**config.mk**
```make
export PLATFORM = sky130hd
export DESIGN_NAME = ring_link_buffer
export DESIGN_NICKNAME = d
export VERILOG_FILES = /design/src/rtl/ara_pkg.sv /design/src/rtl/ring_link_fifo.sv /design/src/rtl/ring_link_buffer.sv
export SDC_FILE = /design/constraint.sdc
export NUM_CORES = 1
export LEC_CHECK = 0
export CAP_MARGIN = 5
export CORE_MARGIN = 2
export CORE_UTILIZATION = 45
export DETAILED_ROUTE_END_ITERATION = 6
export HOLD_SLACK_MARGIN = 0.12
export PLACE_DENSITY = 0.78
export SETUP_SLACK_MARGIN = 0.1
export SLEW_MARGIN = 25
export SYNTH_ARGS = -nofsm -noshare
export SYNTH_HDL_FRONTEND = slang
export SYNTH_HIERARCHICAL = 1
export SYNTH_SLANG_ARGS = --single-unit
```
**constraint.sdc**
```tcl
create_clock -name clk_i -period 7.1 [get_ports clk_i]
set_input_delay 1.42 -clock clk_i [delete_from_list [all_inputs] [get_ports clk_i]]
set_output_delay 1.42 -clock clk_i [all_outputs]
set_load 0.03 [all_outputs]
```
**src/rtl/ara_pkg.sv**
```systemverilog
// ---------------------------------------------------------------------------
// ara_pkg
// Definitions shared by the ring link buffer, the slide unit and the ring
// router.
//   ELEN          : width of one vector element, which is also one ring beat
//   elen_t        : element type
//   ring_beat_t   : one beat carried on the inter-cluster ring
//   ring_ptr_inc  : FIFO pointer increment that wraps from depth-1 back to 0
// ---------------------------------------------------------------------------
package ara_pkg;

   localparam int unsigned ELEN = 64;

   typedef logic [ELEN-1:0] elen_t;
   typedef elen_t           ring_beat_t;

   // Legal range for the per-channel FIFO depth of the ring link buffer.
   localparam int unsigned RING_LINK_DEPTH_MIN = 2;
   localparam int unsigned RING_LINK_DEPTH_MAX = 16;

   // Depth need not be a power of two, so the wrap is explicit.
   function automatic int unsigned ring_ptr_inc(input int unsigned ptr,
                                                input int unsigned depth);
      return (ptr == depth - 1) ? 0 : ptr + 1;
   endfunction

endpackage

```
**src/rtl/ring_link_fifo.sv**
```systemverilog
// ---------------------------------------------------------------------------
// ring_link_fifo
// One channel of the ring link buffer: a Depth-entry valid/ready FIFO with a
// registered output side and an optional downstream-backpressure counter.
//
// Build option: define RING_LINK_PERF_EN to include the stall counter;
// without it stall_o is tied to zero and perf_clear_i is ignored.
//
// Ports
//   clk_i, rst_i   : clock, synchronous active-high reset
//   flush_i        : drop every buffered beat at the next edge
//   perf_clear_i   : clear the stall counter (wins over increment)
//   data_i/valid_i/ready_o : upstream handshake
//   data_o/valid_o/ready_i : downstream handshake
//   count_o        : current occupancy
//   stall_o        : cycles spent with valid_o && !ready_i (saturating)
// ---------------------------------------------------------------------------
module ring_link_fifo
   import ara_pkg::*;
#(
   parameter int unsigned Depth     = 2,
   parameter int unsigned DataWidth = ELEN,
   localparam int unsigned CntWidth = $clog2(Depth + 1)
) (
   input  logic                 clk_i,
   input  logic                 rst_i,
   input  logic                 flush_i,
   input  logic                 perf_clear_i,
   input  logic [DataWidth-1:0] data_i,
   input  logic                 valid_i,
   output logic                 ready_o,
   output logic [DataWidth-1:0] data_o,
   output logic                 valid_o,
   input  logic                 ready_i,
   output logic [CntWidth-1:0]  count_o,
   output logic [31:0]          stall_o
);

   localparam int unsigned PtrWidth = $clog2(Depth);

   logic [DataWidth-1:0] mem [Depth];
   logic [PtrWidth-1:0]  wr_ptr;
   logic [PtrWidth-1:0]  rd_ptr;
   logic [CntWidth-1:0]  count;
   logic                 push;
   logic                 pop;

   // Upstream readiness looks only at occupancy, flush and reset, never at
   // ready_i, so a full FIFO refuses a push even while it is being drained.
   assign ready_o = (count != CntWidth'(Depth)) && !flush_i && !rst_i;
   assign valid_o = (count != '0);
   assign push    = valid_i && ready_o;
   assign pop     = valid_o && ready_i;

   // Empty FIFO presents zero rather than stale storage.
   assign data_o  = valid_o ? mem[rd_ptr] : '0;
   assign count_o = count;

   // NOTE: storage is written without reset; occupancy alone decides what is
   // visible, so stale contents never escape and the array stays plain RAM.
   always_ff @(posedge clk_i) begin
      if (push) begin
         mem[wr_ptr] <= data_i;
      end
   end

   // NOTE: all sequential state uses non-blocking assignments so every
   // register samples the pre-edge values regardless of statement order.
   always_ff @(posedge clk_i) begin
      if (rst_i || flush_i) begin
         wr_ptr <= '0;
         rd_ptr <= '0;
         count  <= '0;
      end else begin
         if (push) begin
            wr_ptr <= PtrWidth'(ring_ptr_inc(32'(wr_ptr), Depth));
         end
         if (pop) begin
            rd_ptr <= PtrWidth'(ring_ptr_inc(32'(rd_ptr), Depth));
         end
         unique case ({push, pop})
            2'b10:   count <= count + CntWidth'(1);
            2'b01:   count <= count - CntWidth'(1);
            default: count <= count;
         endcase
      end
   end

`ifdef RING_LINK_PERF_EN
   logic [31:0] stall_q;

   always_ff @(posedge clk_i) begin
      if (rst_i || perf_clear_i) begin
         stall_q <= '0;
      end else if (valid_o && !ready_i && (stall_q != 32'hFFFF_FFFF)) begin
         stall_q <= stall_q + 32'd1;
      end
   end

   assign stall_o = stall_q;
`else
   logic unused_perf_clear;

   assign unused_perf_clear = perf_clear_i;
   assign stall_o           = '0;
`endif

endmodule

```
**src/rtl/ring_link_buffer.sv**
```systemverilog
// ---------------------------------------------------------------------------
// ring_link_buffer
// Elastic buffer on one hop of the inter-cluster ring. Two independent FIFOs:
// forward (left cluster ring_data_r_o -> right cluster ring_data_l_i) and
// backward (right cluster ring_data_l_o -> left cluster ring_data_r_i).
//
// Build option: define RING_LINK_PERF_EN to enable the stall counters
// (fwd_stall_o / bwd_stall_o); otherwise they read as zero.
//
// Ports
//   clk_i, rst_i      : clock, synchronous active-high reset
//   flush_i           : drop all buffered beats (ring reconfiguration)
//   fwd_*_i / fwd_*_o : forward channel handshakes, count and stall count
//   bwd_*_i / bwd_*_o : backward channel, same shape
//   perf_clear_i      : clear both stall counters
// ---------------------------------------------------------------------------
module ring_link_buffer
   import ara_pkg::*;
#(
   parameter int unsigned Depth     = 2,
   parameter int unsigned DataWidth = $bits(elen_t),
   localparam int unsigned CntWidth = $clog2(Depth + 1)
) (
   input  logic                 clk_i,
   input  logic                 rst_i,
   input  logic                 flush_i,

   input  logic [DataWidth-1:0] fwd_data_i,
   input  logic                 fwd_valid_i,
   output logic                 fwd_ready_o,
   output logic [DataWidth-1:0] fwd_data_o,
   output logic                 fwd_valid_o,
   input  logic                 fwd_ready_i,

   input  logic [DataWidth-1:0] bwd_data_i,
   input  logic                 bwd_valid_i,
   output logic                 bwd_ready_o,
   output logic [DataWidth-1:0] bwd_data_o,
   output logic                 bwd_valid_o,
   input  logic                 bwd_ready_i,

   output logic [CntWidth-1:0]  fwd_count_o,
   output logic [CntWidth-1:0]  bwd_count_o,

   input  logic                 perf_clear_i,
   output logic [31:0]          fwd_stall_o,
   output logic [31:0]          bwd_stall_o
);

   if ((Depth < RING_LINK_DEPTH_MIN) || (Depth > RING_LINK_DEPTH_MAX)) begin : g_bad_depth
      $error("ring_link_buffer: Depth %0d outside legal range 2..16", Depth);
   end

   ring_link_fifo #(
      .Depth     (Depth),
      .DataWidth (DataWidth)
   ) u_fwd (
      .clk_i        (clk_i),
      .rst_i        (rst_i),
      .flush_i      (flush_i),
      .perf_clear_i (perf_clear_i),
      .data_i       (fwd_data_i),
      .valid_i      (fwd_valid_i),
      .ready_o      (fwd_ready_o),
      .data_o       (fwd_data_o),
      .valid_o      (fwd_valid_o),
      .ready_i      (fwd_ready_i),
      .count_o      (fwd_count_o),
      .stall_o      (fwd_stall_o)
   );

   ring_link_fifo #(
      .Depth     (Depth),
      .DataWidth (DataWidth)
   ) u_bwd (
      .clk_i        (clk_i),
      .rst_i        (rst_i),
      .flush_i      (flush_i),
      .perf_clear_i (perf_clear_i),
      .data_i       (bwd_data_i),
      .valid_i      (bwd_valid_i),
      .ready_o      (bwd_ready_o),
      .data_o       (bwd_data_o),
      .valid_o      (bwd_valid_o),
      .ready_i      (bwd_ready_i),
      .count_o      (bwd_count_o),
      .stall_o      (bwd_stall_o)
   );

endmodule

```
==> flow_results.org <==
** Synth
- After synthesis the cells add up to 0.0106 mm².
- Simple-gate share of the synthesized area :: 5.70%
- After Yosys synthesis, XOR and XNOR cells account for 0.497% of the synthesized area.
- After synthesis, the mean cell area works out to 15.9 µm².
- Post-synthesis cell count :: 666
- Synthesis instantiated 20 different standard cells from the library.
- After synthesis the netlist holds a flip-flop and latch count of 266.
- By area, the combinational part of the netlist is dominated by multiplexers.
- Of the total synthesized cell area, the portion taken by full adders, half adders and majority gates is 0.236%.
- The biggest area contributor in the post-synthesis netlist is sky130_fd_sc_hd__edfxtp_1.
- Proportion of synthesized area in mux cells :: 12.1%
- The synthesized netlist devotes 0.520% of its cell area to compound gates.
- Count of yosys warnings during synthesis :: 6
- Summed over its instances, the top area cell type makes up 72.6% of the synthesized netlist area.
- Sequential element share of the synthesized area :: 74.5%
- Ranked by total cell area, the synthesized netlist is headed by sky130_fd_sc_hd__edfxtp_1 73%, sky130_fd_sc_hd__mux2i_1 12%, sky130_fd_sc_hd__buf_4 5.4%.

** Clock network
- CTS Buf Count :: 28
- Max clock buf depth :: 3
- In this run the number of H-tree levels came out at 1.
- The later pin in the worst-skew pair is clocked with a latency of 530 ps.
- TritonCTS clock tree :: built
- Total clock sinks :: 266
- Gates resized during post-CTS repair numbered 0.
- The tree is rooted in a sky130_fd_sc_hd__clkbuf_16.
- After clock tree synthesis, the clock-pin slew on the worst setup and hold paths is 60 ps.
- In this run, post-CTS hold repair placed 0 buffers.
- Post-CTS setup buffer count :: 0

** Place
- Including well taps, the total number of placed cells is 1233.
- DP Wirelength :: 14500 µm
- At the end of routability-driven placement, the weighted congestion stood at 0.750.
- Number of input and output port buffers inserted :: 270

** Timing
- Worst-case clock skew :: 12.7 ps
- In the finished design, the share of the clock period the worst path needs comes to 60.4%.
- Number of failing setup endpoints in the final timing report :: 0
- Setup repair after global routing left no endpoint under its margin.
- Minimum period implied by the final worst setup slack :: 4290 ps
- The worst pin sits at a relative slew slack of 33.3%.
- Hold is met by 504 ps.
- In the final timing run, aggregate negative setup slack is 0 ps.
- Upper clock frequency limit :: 233 MHz
- The final hold violation count is 0.
- For the pin with the worst max-slew slack, the measured transition is 1000 ps.
- Pins over their slew limit :: 0

** Finish
- Synth-to-Final Area Change :: 35.4%
- Most frequent standard cell in the layout excluding fill and tap cells :: sky130_fd_sc_hd__clkdlybuf4s50_1
- Share of the core filled with cells :: 61.6%
- Number of non-filler instances in the completed layout :: 1283
- Antenna cell count :: 0
- Final net count :: 1082
- Highest-count cells in the layout ignoring fill and taps :: 270 x sky130_fd_sc_hd__clkdlybuf4s50_1, 256 x sky130_fd_sc_hd__edfxtp_1, 136 x sky130_fd_sc_hd__nor2_1
- Layout cells sized above 1 :: 5.91%
- The filler cells instantiated in the layout total 1769.

** Pwr
- The internal portion of the total power is 2.75 mW.
- Sw Pwr :: 716 µW
- Registers are responsible for 50.8% of the overall power.
- Worst-case vdd ir drop :: 0.199 mV
- Combinational cell fraction of total power :: 7.3%
- Total leakage power :: 4.65 nW
- The clock network burns 41.9% of the power.
- Dividing total power by cell area gives a power density of 242 mW/mm².
- Net switching is 20.7% of the power.

** GRT
- Aggregate global-route resource usage :: 17.1%
- Largest net degree at the start of global routing :: 66
- Global routing usage on met1 :: 19.1%
- Global routing consumed, on the met2 layer, 30.9% of the routing resources.
- Wire length of the first global-routing pass :: 32700 µm
- Busiest layer in global routing :: met2
- The initial antenna violation count came to 0.
- For met3 alone, demand over resource in global routing was 3.91%.
- The via count of the first global-routing pass came to 6102.
- After global routing the overflow that remains totals 0.

** Critical path
- Critical path fanouts, max :: 56
- Grouping stages by cell kind, the critical path spends the most delay in buffers and inverters.
- Stage delay of the slowest cell on the critical path :: 810 ps
- Type of the worst setup path :: reg2out
- On the critical path, the stage with the largest delay is an instance of sky130_fd_sc_hd__buf_4.
- The critical path goes through buf_4, mux2i_1, nor2_1, clkdlybuf4s50_1.
- The worst setup path is captured at a primary output.
- The worst setup path is launched from a register.
- Signal arrival time at the worst endpoint :: 2870 ps
- The number of buffers and inverters on the critical path is 2.
- Required time worst endpoint :: 5680 ps

** Floorplan
- The floorplan step defined a die boundary enclosing 0.0248 mm².
- Site row count :: 56
- Measured along the y axis, the die boundary spans 157 µm.
- Chip Width :: 157 µm
- Top-Level Pins :: 336
- The core region is 0.0233 mm².
- Once the floorplan was initialized, standard cells occupied 45.5% of the core.

** Drt
- Vias after detailed routing :: 6077
- DRC violation count after routing :: 0
- Number of routed nets with antenna violations :: 0
- Vias per inst :: 4.74
- In the final routed layout, each cell accounts on average for 17.2 µm.
- Wires add up to 22100 µm.
- Starting DRC count in detailed routing :: 362
- TritonRoute pass-1 iters :: 4

** Hold path
- The path class of the tightest hold or removal check is reg2reg.

** Flow run
- Max-cap violations in this run came to 0.

** Status
- Status :: complete, no violations
[flip-flops by register name, indices dropped and copies added (netlist names), named ones only]
signal / count
u_bwd/count_o: 2
u_bwd/mem: 128
u_bwd/rd_ptr: 1
u_bwd/wr_ptr: 1
u_fwd/count_o: 2
u_fwd/mem: 128
u_fwd/rd_ptr: 1
u_fwd/wr_ptr: 1
[layout make-up]
type	count	area [µm²]	area share [%]
sequential	266	7900	55.1
timing repair buffer	278	2780	19.4
multi-input combinational	364	2300	16.1
clock buffer	34	744	5.20
tap	319	399	2.79
clock inverter	16	183	1.27
inverter	6	22.5	0.157
[logic make-up after synthesis]
group / after synthesis
DFF: 266
and+or+nand+nor: 154
muxes: 128
buffers and inverters: 98
AOI/OAI and AO/OA: 10
xor gates and xnor gates: 6
adders and majority gates: 2
other: 2
[final timing paths]
check / start / to / slack [ps] / cells after the start
setup / recovery: register / bwd_data_o[7] / 2810 / 4
hold / removal: u_bwd/rd_ptr / u_bwd/rd_ptr / 500 / 2
setup reg to reg: u_fwd/count_o[0] / u_fwd/mem[1][33] / 4600 / 4
hold reg to reg: u_bwd/rd_ptr / u_bwd/rd_ptr / 500 / 2
[synthesized netlist by cell type]
cell	count
sky130_fd_sc_hd__mux2i_1	128
sky130_fd_sc_hd__or3_1	2
sky130_fd_sc_hd__nor2_1	142
sky130_fd_sc_hd__clkbuf_1	2
sky130_fd_sc_hd__and2_1	2
sky130_fd_sc_hd__buf_2	14
sky130_fd_sc_hd__a21o_1	2
sky130_fd_sc_hd__edfxtp_1	256
sky130_fd_sc_hd__a21oi_1	4
sky130_fd_sc_hd__conb_1	2
sky130_fd_sc_hd__inv_1	6
sky130_fd_sc_hd__or2_2	2
sky130_fd_sc_hd__nand3_1	4
sky130_fd_sc_hd__xnor2_1	2
sky130_fd_sc_hd__buf_4	76
sky130_fd_sc_hd__dfxtp_1	10
sky130_fd_sc_hd__nand2b_1	2
sky130_fd_sc_hd__xor2_1	4
sky130_fd_sc_hd__o21ai_0	4
sky130_fd_sc_hd__ha_1	2
[layer usage]
metal,up-vias,wire length (µm)
met3,62,1420
met2,250,11700
li1,2840,-
met1,2925,7980
met4,0,1000
met5,-,0
[power groups by stage]
| stage | clock, mW | sequential [mW] | combinational (mW) |
|---|---|---|---|
| floorplan | 0 | 1.79 | 0.149 |
| global placement | 0 | 1.79 | 0.244 |
| global route | 1.56 | 1.76 | 0.268 |
| finish | 1.45 | 1.76 | 0.251 |
| detailed placement | 0 | 1.79 | 0.251 |
| CTS | 1.49 | 1.76 | 0.252 |
[through the flow]
stage / setup slack [ps] / total power [mW] / instance area (µm²)
after floorplan: 2270 / 1.94 / 10800
after global placement: 2840 / 2.04 / 13400
after detailed placement: 2850 / 2.04 / 13400
after CTS: 2760 / 3.50 / 14300
after global routing: 2650 / 3.59 / 14300
final: 2810 / 3.46 / 14300
[worst reg2reg max path, stage by stage, from the launching register on]
cell	delay [ps]
sky130_fd_sc_hd__dfxtp_1	490
sky130_fd_sc_hd__nand2b_1	210
sky130_fd_sc_hd__nand3_1	230
sky130_fd_sc_hd__nor2_4	500
sky130_fd_sc_hd__buf_4	650
No activity file was read; power rests on OpenSTA's default activity.
